===== src/rtl/bram_port_arbiter.sv =====
// Two-master arbiter in front of a single-port BRAM with 1-cycle registered read.
// Port A (CPU) has fixed priority. Port B has a starvation guard and an optional
// lock that holds ownership for atomic multi-beat bursts.
module bram_port_arbiter #(
   parameter int unsigned ADDR_WIDTH   = 11,
   parameter int unsigned STARVE_LIMIT = 8
) (
   input  logic                  clk,
   input  logic                  rstn,
   // port A (high priority)
   input  logic                  a_req,
   input  logic                  a_we,
   input  logic [3:0]            a_wmask,
   input  logic [31:0]           a_wdata,
   input  logic [ADDR_WIDTH-1:0] a_addr,
   output logic                  a_gnt,
   output logic                  a_rvalid,
   output logic [31:0]           a_rdata,
   // port B (secondary master)
   input  logic                  b_req,
   input  logic                  b_we,
   input  logic [3:0]            b_wmask,
   input  logic [31:0]           b_wdata,
   input  logic [ADDR_WIDTH-1:0] b_addr,
   input  logic                  b_lock,
   output logic                  b_gnt,
   output logic                  b_rvalid,
   output logic [31:0]           b_rdata,
   // memory side
   output logic                  mem_write,
   output logic [3:0]            mem_wmask,
   output logic [31:0]           mem_wdata,
   output logic [ADDR_WIDTH-1:0] mem_addr,
   input  logic [31:0]           mem_rdata
);

   localparam int unsigned CNT_W = 8;

   typedef enum logic {
      ST_ARB   = 1'b0,
      ST_BLOCK = 1'b1
   } state_e;

   typedef enum logic [1:0] {
      OWN_NONE = 2'd0,
      OWN_A    = 2'd1,
      OWN_B    = 2'd2
   } owner_e;

   state_e           state_q, state_d;
   owner_e           rd_owner_q, rd_owner_d;
   logic [CNT_W-1:0] wait_cnt_q, wait_cnt_d;
   logic             run_q, run_d;
   logic             a_rvalid_q, a_rvalid_d;
   logic             b_rvalid_q, b_rvalid_d;
   logic             force_b;

   // Grant decision: fixed priority to A, overridden by B lock or B starvation
   always_comb begin
      a_gnt   = 1'b0;
      b_gnt   = 1'b0;
      force_b = (state_q == ST_ARB) && (wait_cnt_q == CNT_W'(STARVE_LIMIT));
      if (run_q) begin
         if ((state_q == ST_BLOCK) || force_b) begin
            b_gnt = b_req;
         end else begin
            a_gnt = a_req;
            b_gnt = b_req & ~a_req;
         end
      end
   end

   // Memory-side mux: the granted port drives the BRAM, otherwise an idle read of a_addr
   always_comb begin
      mem_write = 1'b0;
      mem_wmask = 4'b0000;
      mem_wdata = 32'h0;
      mem_addr  = a_addr;
      if (a_gnt) begin
         mem_write = a_we;
         mem_wmask = a_wmask;
         mem_wdata = a_wdata;
         mem_addr  = a_addr;
      end else if (b_gnt) begin
         mem_write = b_we;
         mem_wmask = b_wmask;
         mem_wdata = b_wdata;
         mem_addr  = b_addr;
      end
   end

   // Next-state: lock state, starvation counter and read-return ownership
   always_comb begin
      state_d    = state_q;
      wait_cnt_d = wait_cnt_q;
      rd_owner_d = OWN_NONE;
      run_d      = 1'b1;
      a_rvalid_d = a_gnt & ~a_we;
      b_rvalid_d = b_gnt & ~b_we;

      case (state_q)
         ST_ARB:   if (b_gnt && b_lock) state_d = ST_BLOCK;
         ST_BLOCK: if (!b_req || !b_lock) state_d = ST_ARB;
         default:  state_d = ST_ARB;
      endcase

      if (!b_req || b_gnt) begin
         wait_cnt_d = '0;
      end else if (wait_cnt_q < CNT_W'(STARVE_LIMIT)) begin
         wait_cnt_d = wait_cnt_q + CNT_W'(1);
      end

      if (a_rvalid_d) begin
         rd_owner_d = OWN_A;
      end else if (b_rvalid_d) begin
         rd_owner_d = OWN_B;
      end
   end

   // State registers; reset abandons any lock and drops pending read returns
   always_ff @(posedge clk or negedge rstn) begin
      if (!rstn) begin
         state_q    <= ST_ARB;
         wait_cnt_q <= '0;
         rd_owner_q <= OWN_NONE;
         run_q      <= 1'b0;
         a_rvalid_q <= 1'b0;
         b_rvalid_q <= 1'b0;
      end else begin
         state_q    <= state_d;
         wait_cnt_q <= wait_cnt_d;
         rd_owner_q <= rd_owner_d;
         run_q      <= run_d;
         a_rvalid_q <= a_rvalid_d;
         b_rvalid_q <= b_rvalid_d;
      end
   end

   // Read data is steered by the registered owner, never by the current grant
   assign a_rvalid = a_rvalid_q;
   assign b_rvalid = b_rvalid_q;
   assign a_rdata  = (rd_owner_q == OWN_A) ? mem_rdata : 32'h0;
   assign b_rdata  = (rd_owner_q == OWN_B) ? mem_rdata : 32'h0;

   // Grants are mutually exclusive
   a_b_gnt_exclusive : assert property (@(posedge clk) disable iff (!rstn) !(a_gnt && b_gnt));

endmodule


===== config.mk =====
export PLATFORM = sky130hd
export DESIGN_NAME = bram_port_arbiter
export DESIGN_NICKNAME = d
export VERILOG_FILES = /design/src/rtl/bram_port_arbiter.sv
export SDC_FILE = /design/constraint.sdc
export NUM_CORES = 1
export LEC_CHECK = 0
export BUFFER_PORTS_ARGS = -buffer_cell sky130_fd_sc_hd__clkbuf_2
export CORE_AREA = 8 8 90 92
export DETAILED_ROUTE_END_ITERATION = 10
export DIE_AREA = 0 0 98 100
export HOLD_SLACK_MARGIN = 0.1
export PLACE_DENSITY = 0.68
export REMOVE_ABC_BUFFERS = 1
export SYNTH_ARGS = -nofsm -noshare
export SYNTH_HDL_FRONTEND = slang
export SYNTH_SLANG_ARGS = --single-unit
export TNS_END_PERCENT = 50

===== constraint.sdc =====
create_clock -name clk -period 5.91 [get_ports clk]
set_input_delay 0.591 -clock clk [delete_from_list [all_inputs] [get_ports clk]]
set_output_delay 0.591 -clock clk [all_outputs]
set_load 0.05 [all_outputs]

## Yosys cells after proc, flatten, opt, wreduce, memory -nomap -nowiden

Cells that the tools add are included.
Widths: inputs -> output; s select.

| cells by class | value |
|---|---|
| $add $sub $neg | 1 |
| reduce and logical (&&, ||, !) cells | 8 |
| eq/ne operators | 3 |
| bitwise operators | 7 |
| $lt $le $gt $ge | 1 |
| multiplexer cells | 21 |

Operators by type and width:

| operator | number |
|---|---|
| $mux 32 | 4 |
| $mux 11 | 2 |
| $mux 8 | 2 |
| $add 8x1->8 const B | 1 |
| $eq 8x4->1 const B | 1 |
| $lt 8x4->1 const B | 1 |
| $mux 1 | 8 |
| $mux 4 | 2 |
| $mux 2 | 2 |
| $not 1->1 | 4 |
| $and 1x1->1 | 3 |
| $logic_or 1x1->1 | 3 |
| $eq 2x1->1 const B | 1 |
| $eq 2x2->1 const B | 1 |
| $logic_and 1x1->1 | 2 |
| $logic_not 1->1 | 2 |
| $pmux 1 s2 | 1 |
| $reduce_bool 2->1 | 1 |

| storage, ports and cells | value |
|---|---|
| logic and storage cells | 47 |
| flip-flop bits (word level) | 14 |
| output and inout bits | 116 |
| input bits | 133 |

## Logic depth before layout (Yosys ltp)

| logic depth | value |
|---|---|
| word-level depth | 8 |
| gate-level depth with buffers | 8 |

## Worst setup path after synthesis

OpenSTA, ideal clock, no wires.

| timing path | value |
|---|---|
| kind | register -> output |
| from | register wait_cnt_q[4] |
| to | output mem_wdata[25] |
| required time | 5.319 ns |
| data arrival time | 2.210 ns |
| slack | 3.109 ns |
| cell stages (with the launch flop) | 7 |
| path through | dfrtp_1 -> or4_1 -> buf_2 -> o22a_1 -> nor2_2 -> buf_2 -> a22o_1 |

| between the ends | value |
|---|---|
| longest elaborated chain between the ends | 7 |
| elaborated cells between the ends (all ways) | 9 |

RTL lines:

| item | line | RTL |
|---|---|---|
| from (decl) | 52 | `logic [CNT_W-1:0] wait_cnt_q, wait_cnt_d;` |
| from (signal assigned) | 131 | `wait_cnt_q <= wait_cnt_d;` |
| $eq 8x4->1 | 62 | `force_b = (state_q == ST_ARB) && (wait_cnt_q == CNT_W'(STARVE_LIMIT));` |
| $logic_and 1x1->1 | 62 |  |
| $logic_or 1x1->1 | 64 | `if ((state_q == ST_BLOCK) \|\| force_b) begin` |
| $mux 1 | 64 |  |
| $mux 1 | 63 | `if (run_q) begin` |
| named net b_gnt | 26 | `output logic b_gnt,` |
| $mux 32 | 84 | `end else if (b_gnt) begin` |
| $mux 32 | 79 | `if (a_gnt) begin` |
| to (decl) | 32 | `output logic [31:0] mem_wdata,` |

The timed path passes the listed nets, and every way through them passes these cells.

## Worst setup path after layout

| timing path | value |
|---|---|
| from | register wait_cnt_q[4] |
| to | output mem_addr[2] |

| between the ends | value |
|---|---|
| longest elaborated chain between the ends | 7 |
| elaborated cells between the ends (all ways) | 9 |

RTL lines:

| item | line | RTL |
|---|---|---|
| $eq 8x4->1 (*) | 62 |  |
| $logic_and 1x1->1 (*) | 62 |  |
| $logic_or 1x1->1 (*) | 64 |  |
| $mux 1 | 64 |  |
| $mux 1 | 63 |  |
| $mux 11 | 84 |  |
| $mux 11 (*) | 79 |  |
| to (decl) | 33 | `output logic [ADDR_WIDTH-1:0] mem_addr,` |

Every way passes the cells marked *; elsewhere a longest branch is shown, timed or not.

==> results by group <==
Status
  – Status: finished clean

Synthesis
  – Post-synth top area cell: and2_1
  – Seq/Total Area, Yosys: 21.6%
  – Async SR Flop Fraction: 100%
  – Top post-synthesis cells by area: and2_1, dfrtp_1, a22o_1
  – Post-synth top flop: dfrtp_1
  – Synth cell count leaders: and2_1, a22o_1, dfrtp_1
  – Cells after synthesis: 180
  – Count of flip-flops with a built-in enable after synthesis: 0
  – Avg Inst Size Synth: 8.36 µm²
  – FF+latch count, synth: 13
  – YS warnings: 0
  – Most frequent cell after synthesis: and2_1
  – Synth top area share: 26.6%
  – Synth unique cells: 27
  – Post-Syn Area: 1500 µm²

Floorplanning
  – Core area: 6640 µm²
  – Chip Width: 98 µm
  – Initial core utilization: 22.6%
  – Die Y: 100 µm
  – Site row count: 30
  – Die area: 9800 µm²
  – Io pins: 249

Detailed routing
  – Post-DRT Antenna Nets: 0
  – Avg WL per Cell: 17.5 µm
  – WL final: 8740 µm
  – Via count: 2,214
  – Initial DRC count: 58
  – Drt pass-1 iters: 4
  – DRC Markers: 0
  – Vias per cell: 4.43

Clock network
  – TritonCTS Buffers: 3
  – Worst-Skew Late Latency: 240 ps
  – CTS tree: built
  – Clock buffer depth: 2
  – Hold Buf Count CTS: 0
  – Clk pin slew, worst setup/hold paths: 50 ps
  – Clk sinks: 13
  – Postcts setup bufs: 0
  – CTS H-tree lvls: 1
  – Root Driver: clkbuf_8
  – CTS resizes: 0

Timing
  – Hold Violations, Final: 0
  – Crit share post-route: 62.1%
  – Max Slew Vio Count: 0
  – Worst setup margin: 2240 ps
  – RSZ-0062 raised after global routing: false
  – Worst Tran Pin Value: 1090 ps
  – Fmax: 0.273 GHz
  – Setup TNS: 0 ps
  – Slew HR: 27.2%
  – Final setup violating endpoints: 0
  – Worst clock skew: 4.94 ps
  – Crit path time final: 3670 ps

Final layout
  – # fillers: 679
  – Share of cells above drive strength 1: 63.7%
  – Cell area after layout: 2830 µm²
  – Area Overhead vs Synth: 87.9%
  – Fin nets: 555

Global route
  – Initial antenna violation count: 1
  – Vias in the first global route: 2,371
  – All-layer global routing usage: 16.3%
  – Overflow after GRT: 0
  – Largest net degree at the start of global routing: 50
  – First-pass GRT wire length: 12,800 µm

Worst setup path
  – R2r setup slk: 4250 ps
  – Data required time of the critical path: 5320 ps
  – Crit path max fanout: 49
  – Worst setup EP type: output port
  – Slowest stage delay, CP: 850 ps
  – CP Cell Sequence: or4_1 -> o22a_1 -> nor2_4 -> mux2_2 -> clkbuf_2
  – Crit path DAT: 3080 ps
  – CP max stage cell: nor2_4
  – Critical path class: flop to output port
  – Critical Path Start Type: flop

Power
  – LEAKAGE: 1.76 nW
  – VDD IR-drop max: 0.0000747 V
  – Pwr/cell area: 152 nW/µm²

Hold path
  – Hold crit path type: input pin to asynchronous set/reset pin

Placed design
  – DP HPWL: 7970 µm
  – Port buffer count: 248
  – Pre-CTS WS: 2480 ps
  – Routability cong.: 0.810
  – Post-DP Area: 2780 µm²

Run
  – Max_cap viols: 0
[where the power goes]
group / internal [mW] / switching [mW]
registers: 0.0917 / 0.00218
logic: 0.0789 / 0.178
clock network: 0.0475 / 0.0297
total: 0.218 / 0.210
[logic make-up after synthesis]
family	Yosys count	share of synthesized area, %
other	1	0.249
adder cells (fa/ha/maj)	2	1.66
AO/OA/AOI/OAI	43	24.5
XOR/XNOR	2	1.16
multiplexers	11	8.24
buffers and inverters	20	7.32
AND/OR/NAND/NOR	88	35.3
flip-flops	13	21.6
[final cells by class]
| type | count | area, µm² | share of cell area (%) |
|---|---|---|---|
| diodes | 1 | 2.50 | 0.0886 |
| clock buffers | 4 | 45.0 | 1.59 |
| inverters | 4 | 15.0 | 0.531 |
| multi-input cells | 147 | 1070 | 38.0 |
| flip-flops and latches | 13 | 325 | 11.5 |
| well taps | 80 | 100 | 3.54 |
| repair buffers | 251 | 1260 | 44.7 |
[cell usage in the layout, fill, tap and decap left out]
master	n
clkbuf_2	248
and2_1	64
a22o_1	37
dfrtp_1	13
mux2_2	11
inv_1	4
nand2_1	4
nor2b_1	4
nor2_1	4
and3_1	4
clkbuf_8	3
buf_4	3
nor3_1	2
nand3_1	2
o21ai_0	2
xnor2_1	2
ha_1	2
diode_2	1
or4_1	1
o311a_1	1
nand4b_1	1
o22a_1	1
nor2_4	1
o21ba_2	1
nor3b_1	1
a21oi_1	1
clkbuf_1	1
conb_1	1
[registers in the layout, indices dropped and copies added (netlist names)]
register / count
wait_cnt_q: 8
rd_owner_q: 2
b_rvalid: 1
run_q: 1
state_q: 1
[worst max-delay path, delay by kind of cell (launching register included)]
family | cells | cell delay (ps)
AND/OR/NAND/NOR | 2 | 1470
AO/OA/AOI/OAI | 1 | 320
flip-flops | 1 | 360
multiplexers | 1 | 420
buffers and inverters | 1 | 240
[metal layers]
| layer | vias up | GRT usage, % | wire (µm) |
|---|---|---|---|
| li1 | 1106 | - | - |
| met1 | 943 | 15.1 | 3000 |
| met2 | 157 | 29.1 | 4320 |
| met3 | 8 | 9.48 | 1230 |
| met4 | 0 | 6.59 | 180 |
| met5 | - | 0 | 0 |
[worst paths after layout]
check | startpoint | end | cells after the start
worst max-delay path | wait_cnt_q[4] | mem_addr[2] | 5
worst min-delay path | rstn | wait_cnt_q[2] | 1
worst max register to register | wait_cnt_q[4] | wait_cnt_q[3] | 4
worst min register to register | wait_cnt_q[4] | wait_cnt_q[4] | 1
max in group asynchronous | rstn | run_q | 1
min in group clk | wait_cnt_q[4] | wait_cnt_q[4] | 1
[per-stage QoR]
step / util [%] / cells / power [mW] / hold WS (ps)
floorplan: - / 164 / 0.261 / 295
global placement: 41.8 / 495 / 0.353 / 487
detailed placement: 41.8 / 495 / 0.355 / 495
CTS: 42.5 / 499 / 0.433 / 235
global route: 42.5 / 500 / 0.450 / 253
finish: 42.5 / 500 / 0.428 / 230
(Power assumes the default switching activity.)
